--- src/rtl/gpio_bus_regs.sv ---
// GPIO register front end: bus handshake, pin direction/output regs,
// input resync, per-pin edge detect, level irq.
//
// Ports:
//   clk, reset        : rising-edge clock, async active-high reset
//   req_valid/ready   : request handshake (we, addr, wdata)
//   resp_valid/ready  : response handshake (rdata, err)
//   gpio_dir/out      : to pad block, 1 = pin driven
//   gpio_in           : from pad block, already registered once
//   irq               : registered level interrupt
module gpio_bus_regs #(
  parameter int N = 28
) (
  input  logic         clk,
  input  logic         reset,
  input  logic         req_valid,
  output logic         req_ready,
  input  logic         req_we,
  input  logic [5:0]   req_addr,
  input  logic [31:0]  req_wdata,
  output logic         resp_valid,
  input  logic         resp_ready,
  output logic [31:0]  resp_rdata,
  output logic         resp_err,
  output logic [N-1:0] gpio_dir,
  output logic [N-1:0] gpio_out,
  input  logic [N-1:0] gpio_in,
  output logic         irq
);

  localparam logic [3:0] IDX_DIR  = 4'd0;
  localparam logic [3:0] IDX_OUT  = 4'd1;
  localparam logic [3:0] IDX_SET  = 4'd2;
  localparam logic [3:0] IDX_CLR  = 4'd3;
  localparam logic [3:0] IDX_TGL  = 4'd4;
  localparam logic [3:0] IDX_IN   = 4'd5;
  localparam logic [3:0] IDX_EN   = 4'd6;
  localparam logic [3:0] IDX_POL  = 4'd7;
  localparam logic [3:0] IDX_STAT = 4'd8;

  typedef enum logic {
    S_IDLE,
    S_RESP
  } state_t;

  state_t state_q, state_d;

  logic [N-1:0] dir_q, dir_d;
  logic [N-1:0] out_q, out_d;
  logic [N-1:0] en_q, en_d;
  logic [N-1:0] pol_q, pol_d;
  logic [N-1:0] stat_q, stat_d;
  logic [N-1:0] sync_q, prev_q;
  logic         irq_q, irq_d;

  logic [31:0]  rdata_q, rdata_d;
  logic         err_q, err_d;

  logic         accept;
  logic         hit;
  logic [3:0]   idx;
  logic [N-1:0] wd;
  logic [N-1:0] w1c;
  logic [N-1:0] edge_set;
  logic [31:0]  rd_mux;

  // Handshake FSM
  always_ff @(posedge clk or posedge reset) begin
    if (reset) begin
      state_q <= S_IDLE;
    end else begin
      state_q <= state_d;
    end
  end

  always_comb begin
    state_d    = state_q;
    req_ready  = 1'b0;
    resp_valid = 1'b0;
    unique case (state_q)
      S_IDLE: begin
        req_ready = 1'b1;
        if (req_valid) state_d = S_RESP;
      end
      S_RESP: begin
        resp_valid = 1'b1;
        req_ready  = resp_ready;
        // Back-to-back: a fresh accept keeps us in RESP.
        if (resp_ready && !req_valid) state_d = S_IDLE;
      end
      default: state_d = S_IDLE;
    endcase
  end

  assign accept = req_valid && req_ready;

  // Address decode: word aligned and not past the last register.
  assign idx = req_addr[5:2];
  assign hit = (req_addr[1:0] == 2'b00) && (req_addr <= 6'h20);
  assign wd  = req_wdata[N-1:0];

  // A pin raises status only while it is an input.
  assign edge_set = ~dir_q &
                    ((pol_q & sync_q & ~prev_q) |
                     (~pol_q & ~sync_q & prev_q));

  // Register writes
  always_comb begin
    dir_d = dir_q;
    out_d = out_q;
    en_d  = en_q;
    pol_d = pol_q;
    w1c   = '0;
    if (accept && req_we && hit) begin
      case (idx)
        IDX_DIR:  dir_d = wd;
        IDX_OUT:  out_d = wd;
        IDX_SET:  out_d = out_q | wd;
        IDX_CLR:  out_d = out_q & ~wd;
        IDX_TGL:  out_d = out_q ^ wd;
        IDX_EN:   en_d  = wd;
        IDX_POL:  pol_d = wd;
        IDX_STAT: w1c   = wd;
        default:  ;
      endcase
    end
    // Set applied after clear so a same-cycle edge wins.
    stat_d = (stat_q & ~w1c) | edge_set;
    irq_d  = |(stat_q & en_q);
  end

  // Read mux; write-only and unmapped words read 0.
  always_comb begin
    rd_mux = '0;
    case (idx)
      IDX_DIR:  rd_mux = 32'(dir_q);
      IDX_OUT:  rd_mux = 32'(out_q);
      IDX_IN:   rd_mux = 32'(sync_q);
      IDX_EN:   rd_mux = 32'(en_q);
      IDX_POL:  rd_mux = 32'(pol_q);
      IDX_STAT: rd_mux = 32'(stat_q);
      default:  rd_mux = '0;
    endcase
  end

  // Response fields load only on accept, so they hold under stall.
  always_comb begin
    rdata_d = rdata_q;
    err_d   = err_q;
    if (accept) begin
      err_d   = !hit;
      rdata_d = (hit && !req_we) ? rd_mux : 32'd0;
    end
  end

  always_ff @(posedge clk or posedge reset) begin
    if (reset) begin
      dir_q   <= '0;
      out_q   <= '0;
      en_q    <= '0;
      pol_q   <= '0;
      stat_q  <= '0;
      sync_q  <= '0;
      prev_q  <= '0;
      irq_q   <= 1'b0;
      rdata_q <= '0;
      err_q   <= 1'b0;
    end else begin
      dir_q   <= dir_d;
      out_q   <= out_d;
      en_q    <= en_d;
      pol_q   <= pol_d;
      stat_q  <= stat_d;
      sync_q  <= gpio_in;
      prev_q  <= sync_q;
      irq_q   <= irq_d;
      rdata_q <= rdata_d;
      err_q   <= err_d;
    end
  end

  assign gpio_dir   = dir_q;
  assign gpio_out   = out_q;
  assign irq        = irq_q;
  assign resp_rdata = rdata_q;
  assign resp_err   = err_q;

endmodule

--- config.mk ---
export PLATFORM = sky130hd
export DESIGN_NAME = gpio_bus_regs
export DESIGN_NICKNAME = d
export VERILOG_FILES = /design/src/rtl/gpio_bus_regs.sv
export SDC_FILE = /design/constraint.sdc
export NUM_CORES = 1
export LEC_CHECK = 0
export ABC_AREA = 1
export CAP_MARGIN = 40
export CORE_UTILIZATION = 65
export DETAILED_ROUTE_END_ITERATION = 10
export DONT_BUFFER_PORTS = 1
export PLACE_DENSITY = 0.88
export SETUP_SLACK_MARGIN = 0.4
export SLEW_MARGIN = 30
export SYNTH_ARGS = -nofsm -noshare
export SYNTH_HDL_FRONTEND = slang
export SYNTH_SLANG_ARGS = --single-unit
--- constraint.sdc ---
create_clock -name clk -period 12.6 [get_ports clk]
set_input_delay 3.15 -clock clk [delete_from_list [all_inputs] [get_ports clk]]
set_output_delay 3.15 -clock clk [all_outputs]
set_load 0.05 [all_outputs]
; After elaboration in Yosys (flattened, before gate mapping)
; Cells that the tools add are included.
[totals]
ff_bits = 231
input_bits = 71
out_inout_bits = 92
[classes]
magnitude_cmp = 1
eq_ne = 8
mux = 10
bitwise_logic = 19
reduce_logical = 17
[op_table]
columns = cell, count
row1 = $and A28 B28 Y28, 8
row2 = $not A28 Y28, 6
row3 = $pmux W28 S6, 1
row4 = $pmux W28 S4, 1
row5 = $or A28 B28 Y28, 3
row6 = $mux W28, 2
row7 = $mux W32, 1
row8 = $reduce_or A28 Y1, 1
row9 = $xor A28 B28 Y28, 1
row10 = $eq A4 B3 Y1 const B, 4
row11 = $eq A4 B2 Y1 const B, 2
row12 = $reduce_and A2 Y1, 4
row13 = $le A6 B6 Y1 const B, 1
row14 = $logic_and A1 B1 Y1, 6
row15 = $eq A4 B1 Y1 const B, 1
row16 = $eq A4 B4 Y1 const B, 1
row17 = $logic_not A4 Y1, 1
row18 = $pmux W1 S2, 2
row19 = $reduce_bool A4 Y1, 1
row20 = $logic_not A1 Y1, 3
row21 = $mux W1, 3
row22 = $logic_not A2 Y1, 1
row23 = $not A1 Y1, 1

; Longest topological paths before layout
; Gate-level depths: netlist (run 1).
[logic_depth]
depth_word = 9
depth_mapped = 11

; Worst setup path before layout (run 1)
; OpenSTA, ideal clock, no wires.
[synth_timing]
kind = input -> output
startpoint = in resp_ready
endpoint = out req_ready
arrival_time_ps = 3531
slack_ps = 5919
cell_stages = 2
path_cell_list = inv_1 nand2_1
[synth_between]
elab_chain_cells = 1
[synth_lines]
columns = element, line_no
row1 = "start, declared", 22  ; input logic resp_ready,
row2 = $pmux W1 S2, 80  ; unique case (state_q)
row3 = "end, declared", 17  ; output logic req_ready,
; No other way between the ends.

; Worst setup path after layout (run 1)
; Same ends and word-level chain as after synthesis.

==> summary.md, run 1 <==
| Metric | Value |
|---|---|
| # port buffers | `0` |
| Final nets | `1,795` |
| Num CTS Buffers | `25` |
| Unrepaired setup endpoints after global routing | `no` |
| Number of global-route vias before repair | `11,500` |
| Cell Rows | `50` |
| Worst rel slew slack | `41.7%` |
| CP top delay family | `simple AND/OR/NAND/NOR gates` |
| Final min period | `6.73 ns` |
| Root buf cell | `clkbuf_16` |
| Post-synth ARST share | `100%` |
| WHS | `0.426 ns` |
| Post-CTS setup buffers | `0` |
| Via count | `11,800` |
| Layout cells sized above 1 | `5.12%` |
| Peak VDD IR | `0.119 mV` |
| Dpl hpwl | `22,900 um` |
| Critical Path Sink Type | `primary output` |
| CP required | `9.45 ns` |
| H-tree depth | `1` |
| Post-DR vias/cell | `6.16` |
| Fin. Hold Viols | `0` |
| Delay of the slowest critical-path stage | `0.41 ns` |
| Top cells by area, synth | `dfrtp_1 45%, nand2_1 21%, nand3_1 12%` |
| Drt first pass iters | `5` |
| Filler Cell Count | `1,414` |
| Die Ht | `141 um` |
| Cells after DPL | `1,872` |
| Hold buffer count at CTS | `0` |
| Initial antenna violation count | `1` |
| Warning count from the yosys run | `0` |
| Pwr Total | `1.75 mW` |
| Largest net degree at the start of global routing | `95` |
| Synth top area share | `45.5%` |
| Critical Path Start Type | `input port` |
| Reg2reg start | `state_q$_DFF_PP0_` |
| CTS tree | `built` |
| Register area share after synthesis | `45.5%` |
| Slowest CP cell | `nand2_1` |
| Worst setup path class | `in -> out` |
| WL per Instance | `19.6 um` |
| Reg2reg end | `gpio_out[14]$_DFFE_PP0P_` |
| Worst reg-to-reg path cell count | `8` |
| Initial Util | `66.6%` |
| Detailed-route DRC error count | `0` |
| Post_cts resized | `0` |
| Chip width | `141 um` |
| Max frequency | `149 MHz` |
| Critical Path Source | `resp_ready` |
| Multi-input gate area | `5840 um^2` |
| Syn Std Cell Area | `12,500 um^2` |
| Top post-synthesis cells by count | `697 x nand2_1, 291 x nand3_1, 227 x dfrtp_1` |
| Die footprint | `19,800 um^2` |
| Final non-filler cell total | `1,914` |
| Synth area leader | `dfrtp_1` |
| Io pins | `163` |
| Area grow syn2layout | `9.31%` |
| DRT Wirelength | `37,600 um` |
| Number of synthesized register bits | `227` |
| CP Capture Point | `req_ready` |
| Power Dens Cells | `128 nW/um^2` |
| Register area | `5680 um^2` |
| Cell with the most instances after synthesis | `nand2_1` |
| Status | `finished clean` |
| Max-slew violations | `0` |
| Core ar. | `18,800 um^2` |
| Mapped Cells | `1,697` |
| Final worst path period share | `53.4%` |
| All-layer global routing usage | `38.5%` |
| Clock skew | `0.00981 ns` |
| Hold crit path type | `reg -> reg` |
| Setup ws final | `5.87 ns` |
| First-pass GRT wire length | `59,300 um` |
| Clock Pin Slew Worst Setup and Hold Paths | `0.06 ns` |
| Max-cap violations | `0` |
| Final-report setup violation count | `0` |
| R2R Setup Slk | `9.13 ns` |
| Critical path peak fanout | `3` |
| Dominant synthesized flop cell | `dfrtp_1` |
| GRT overflow | `0` |
| Dpl ws | `5.90 ns` |
| Clk buf depth | `3` |
| Static Leakage | `7.43 nW` |
| Setup TNS | `0 ns` |
| Antenna cells | `0` |
| Routed Antenna Nets | `0` |
| Routability cong. | `0.844` |
| Worst path arrival time | `3.58 ns` |
| WP depth | `2` |
| Clock Latency Late Sink | `0.53 ns` |
| Syn avg cell area | `7.36 um^2` |
| Crit path cell chain | `inv_1 > nand2_1` |
| EDFF count, synth | `0` |
| Initial DRC Count | `1,400` |
| Synth unique cells | `26` |
| CP bufs+invs | `1` |
| Sink Count | `227` |
| Measured slew at the worst slew-check pin | `0.872 ns` |
cell families (layout without fill, tap and decap cells):
kind of cell / Yosys count / after routing / synth area share (%)
DFF: 227 / 227 / 45.5
adders and majority gates: 56 / 56 / 5.61
and+or+nand+nor: 1102 / 1102 / 37.5
AOI/OAI and AO/OA: 65 / 65 / 3.22
other: 1 / 4 / 0.0300
buffers and inverters: 246 / 226 / 8.13
cell type report:
type / count / area share (%)
Timing Repair Buffer: 27 / 3.23
Clock inverter: 7 / 0.715
Inverter: 160 / 4.45
Sequential cell: 227 / 41.6
Clock buffer: 32 / 5.07
Tap cell: 234 / 2.14
Multi-Input combinational cell: 1227 / 42.8
power breakdown:
part / switching (mW) / internal [mW]
clock: 0.294 / 0.425
sequential: 0.0987 / 0.760
combinational: 0.117 / 0.0553
how the worst min path moves through the flow:
stage / from / to / slack, ns / cells past startpoint
after floorplan: sync_q[0]$_DFF_PP0_ / prev_q[0]$_DFF_PP0_ / 0.39 / 0
after global placement: sync_q[0]$_DFF_PP0_ / prev_q[0]$_DFF_PP0_ / 0.41 / 0
after detailed placement: sync_q[0]$_DFF_PP0_ / prev_q[0]$_DFF_PP0_ / 0.41 / 0
after CTS: sync_q[0]$_DFF_PP0_ / prev_q[0]$_DFF_PP0_ / 0.42 / 0
after global routing: sync_q[0]$_DFF_PP0_ / prev_q[0]$_DFF_PP0_ / 0.43 / 0
final: sync_q[0]$_DFF_PP0_ / prev_q[0]$_DFF_PP0_ / 0.43 / 0
placed cells by master, fill, tap and decap left out, drive strengths merged, types with 2 or more instances in the layout:
cell and instances:
clkinv 2, o21ai 11, nand3 296, conb 4, dfrtp 227, inv 162
clkbuf 32, o21a 25, nand3b 4, a21oi 28, bufinv 2, or3 24
nor2 72, nand4 7, nand2 697, nor3 2, buf 27, ha 56
routing by layer:
metal	vias up	wire length (um)	share of wire, %	GRT usage (%)
met4	2	1750	4.7	20.0
met1	5553	14200	38	49.2
met3	157	4330	12	8.12
li1	5270	-	-	-
met2	812	17300	46	62.0
met5	-	13	0.035	0
metrics by stage:
| stage | util [%] | cell area [um^2] |
|---|---|---|
| 6_report | 72.8 | 13700 |
| 5_1_grt | 72.8 | 13700 |
| 4_1_cts | 72.4 | 13600 |
| 3_5_place_dp | 68.2 | 12800 |
| 3_3_place_gp | 66.7 | 12500 |
| 2_1_floorplan | - | 12500 |
state kept, by name, summed over array words and instances (netlist names):
name and flops:
en_q 28, gpio_dir 28, gpio_out 28, irq 1, pol_q 28, prev_q 28
resp_err 1, resp_rdata 28, stat_q 28, state_q 1, sync_q 28
No activity file was read; power rests on OpenSTA's default activity.
==> run 2, diff against run 1 <==
--- a/config.mk
+++ b/config.mk
@@ -5,12 +5,12 @@
 export SDC_FILE = /design/constraint.sdc
 export NUM_CORES = 1
 export LEC_CHECK = 0
-export ABC_AREA = 1
+export ABC_AREA = 0
 export CAP_MARGIN = 40
-export CORE_UTILIZATION = 65
+export CORE_UTILIZATION = 58
 export DETAILED_ROUTE_END_ITERATION = 10
 export DONT_BUFFER_PORTS = 1
-export PLACE_DENSITY = 0.88
+export PLACE_DENSITY = 0.83
 export SETUP_SLACK_MARGIN = 0.4
 export SLEW_MARGIN = 30
 export SYNTH_ARGS = -nofsm -noshare
==> constraint.sdc (replaced) <==
create_clock -name clk -period 5.9 [get_ports clk]
set_input_delay 1.475 -clock clk [delete_from_list [all_inputs] [get_ports clk]]
set_output_delay 1.475 -clock clk [all_outputs]
set_load 0.05 [all_outputs]
==> summary.md, run 2 <==
| Metric | Value |
|---|---|
| Syn avg cell area | `11.8 um^2` |
| Filler Cell Count | `1,500` |
| Critical Path Source | `resp_ready` |
| All-layer global routing usage | `30.1%` |
| Most frequent cells in the layout | `227 x dfrtp_1, 84 x mux2i_1, 58 x nor2_1` |
| Setup TNS | `0 ns` |
| GRT overflow | `0` |
| Power Dens Cells | `327 nW/um^2` |
| Max frequency | `272 MHz` |
| Fin. Hold Viols | `0` |
| Largest net degree at the start of global routing | `132` |
| Reg2reg start | `state_q$_DFF_PP0_` |
| Synth area leader | `dfrtp_1` |
| EDFF count, synth | `0` |
| H-tree depth | `1` |
| Die Ht | `143 um` |
| Final worst path period share | `62.4%` |
| Cell Rows | `51` |
| Internal power | `2.93 mW` |
| Post_cts resized | `0` |
| Routability cong. | `0.816` |
| CTS tree | `built` |
| Top post-synthesis cells by count | `227 x dfrtp_1, 84 x mux2i_1, 58 x inv_1, 58 x nor2_1, 57 x nand2_1` |
| Critical path peak fanout | `32` |
| Routed Antenna Nets | `0` |
| Initial Util | `59.4%` |
| # port buffers | `0` |
| Worst setup path class | `in -> reg` |
| Finished Cell Area | `12,700 um^2` |
| CP required | `6.32 ns` |
| Chip width | `143 um` |
| Critical Path Sink Type | `register` |
| Register area | `5680 um^2` |
| Num CTS Buffers | `25` |
| Final nets | `1,093` |
| Dpl hpwl | `18,900 um` |
| Cell with the most instances after synthesis | `dfrtp_1` |
| WL per Instance | `24.0 um` |
| Max-cap violations | `0` |
| Peak VDD IR | `0.270 mV` |
| Number of synthesized register bits | `227` |
| Post-synth ARST share | `100%` |
| Status | `finished clean` |
| Initial antenna violation count | `1` |
| Worst path arrival time | `4.10 ns` |
| Measured slew at the worst slew-check pin | `0.864 ns` |
| Register area share after synthesis | `49.0%` |
| Via count | `8,182` |
| Unrepaired setup endpoints after global routing | `no` |
| Cell Area, Placed | `11,700 um^2` |
| Hold crit path type | `reg -> reg` |
| Post-DR vias/cell | `6.54` |
| Clock skew | `0.0145 ns` |
| Syn Std Cell Area | `11,600 um^2` |
| Static Leakage | `5.76 nW` |
| Area grow syn2layout | `9.49%` |
| Switch Pwr | `1.22 mW` |
| Initial DRC Count | `660` |
| Io pins | `163` |
| Commonest non-fill, non-tap cell in the layout | `dfrtp_1` |
| Post-CTS setup buffers | `0` |
| Combinational Power Share | `10.2%` |
| Max-slew violations | `0` |
| Hold buffer count at CTS | `0` |
| Root buf cell | `clkbuf_16` |
| Worst rel slew slack | `42.2%` |
| Net Sw Frac | `29.5%` |
| Top cells by area, synth | `dfrtp_1 49%, mux2i_1 7.3%, ha_1 6.0%` |
| Final min period | `3.68 ns` |
| Clock Latency Late Sink | `0.54 ns` |
| Final-report setup violation count | `0` |
| Core ar. | `19,500 um^2` |
| Critical Path Start Type | `input port` |
| Sequential share of power | `47.9%` |
| First-pass GRT wire length | `47,200 um` |
| Dominant synthesized flop cell | `dfrtp_1` |
| Synth unique cells | `45` |
| Hold Startpoint | `sync_q[4]$_DFF_PP0_` |
| Detailed-route DRC error count | `0` |
| Multi-input gate area | `5320 um^2` |
| Die footprint | `20,600 um^2` |
| Sink Count | `227` |
| Clock power share | `41.9%` |
| Clk buf depth | `3` |
| Warning count from the yosys run | `0` |
| Synth top area share | `49.0%` |
| Clock Pin Slew Worst Setup and Hold Paths | `0.06 ns` |
| DRT Wirelength | `30,000 um` |
| Number of global-route vias before repair | `8,505` |
| Mapped Cells | `979` |
| Drt first pass iters | `5` |
| Layout cells sized above 1 | `17.9%` |
-- run 2: final timing paths --
path	end	slack (ns)	depth (start not counted)
max reg2reg	en_q[5]$_DFFE_PP0P_	2.55	5
min reg2reg	prev_q[4]$_DFF_PP0_	0.42	0
min in group asynchronous	pol_q[2]$_DFFE_PP0P_	0.77	1
max	en_q[5]$_DFFE_PP0P_	2.22	5
max in group asynchronous	en_q[23]$_DFFE_PP0P_	4.14	2
min	prev_q[4]$_DFF_PP0_	0.42	0
-- run 2: per-layer routing --
layer / vias to the layer above / wire length (um) / track usage [%] / share of wire (%)
met4: 0 / 891 / 12.3 / 3.0
met5: - / 0 / 0 / 0
met3: 69 / 2390 / 5.70 / 8.0
li1: 3535 / - / - / -
met2: 361 / 14500 / 49.1 / 48
met1: 4217 / 12200 / 39.7 / 41
-- run 2: logic make-up (layout without fill, tap and decap cells) --
kind of cell	Yosys count	in the layout	synth area share [%]
compound gates	242	242	16.1
xor+xnor	1	1	0.0756
fa+ha+maj	56	56	6.04
buf+inv	120	123	5.45
flops	227	227	49.0
mux	169	169	16.2
other cells	1	5	0.0323
simple gates	163	163	7.12
-- run 2: critical path: stages --
cell,delay [ns]
nand2b_2,0.34
nand4_4,0.65
nor3_4,0.81
buf_4,0.42
mux2_2,0.38
-- run 2: power by group through the flow --
stage | clock network, mW | registers (mW) | logic (mW)
finish | 1.74 | 1.99 | 0.424
global route | 1.82 | 2.01 | 0.473
CTS | 1.76 | 1.99 | 0.422
detailed placement | 0 | 2.02 | 0.415
global placement | 0 | 2.01 | 0.388
floorplan | 0 | 1.97 | 0.352
-- run 2: cell type report --
class	count	area share, %
sequential	227	44.7
multi-input combinational	635	41.9
clock buffer	34	5.75
tap	265	2.61
inverter	58	1.74
timing repair buffer	19	1.64
clock inverter	12	1.61
antenna	1	0.0197
-- run 2: per-stage QoR --
| stage | worst slack, ns | hold slack (ns) | std cells | utilization [%] | power, mW |
|---|---|---|---|---|---|
| after global routing | 2.11 | 0.438 | 1250 | 65.0 | 4.30 |
| after detailed placement | 1.73 | 0.414 | 1202 | 60.0 | 2.44 |
| final | 2.22 | 0.421 | 1251 | 65.0 | 4.16 |
| after global placement | 1.70 | 0.408 | 1200 | 59.8 | 2.40 |
| after floorplan | 1.46 | 0.394 | 982 | - | 2.32 |
| after CTS | 2.28 | 0.424 | 1248 | 64.8 | 4.17 |
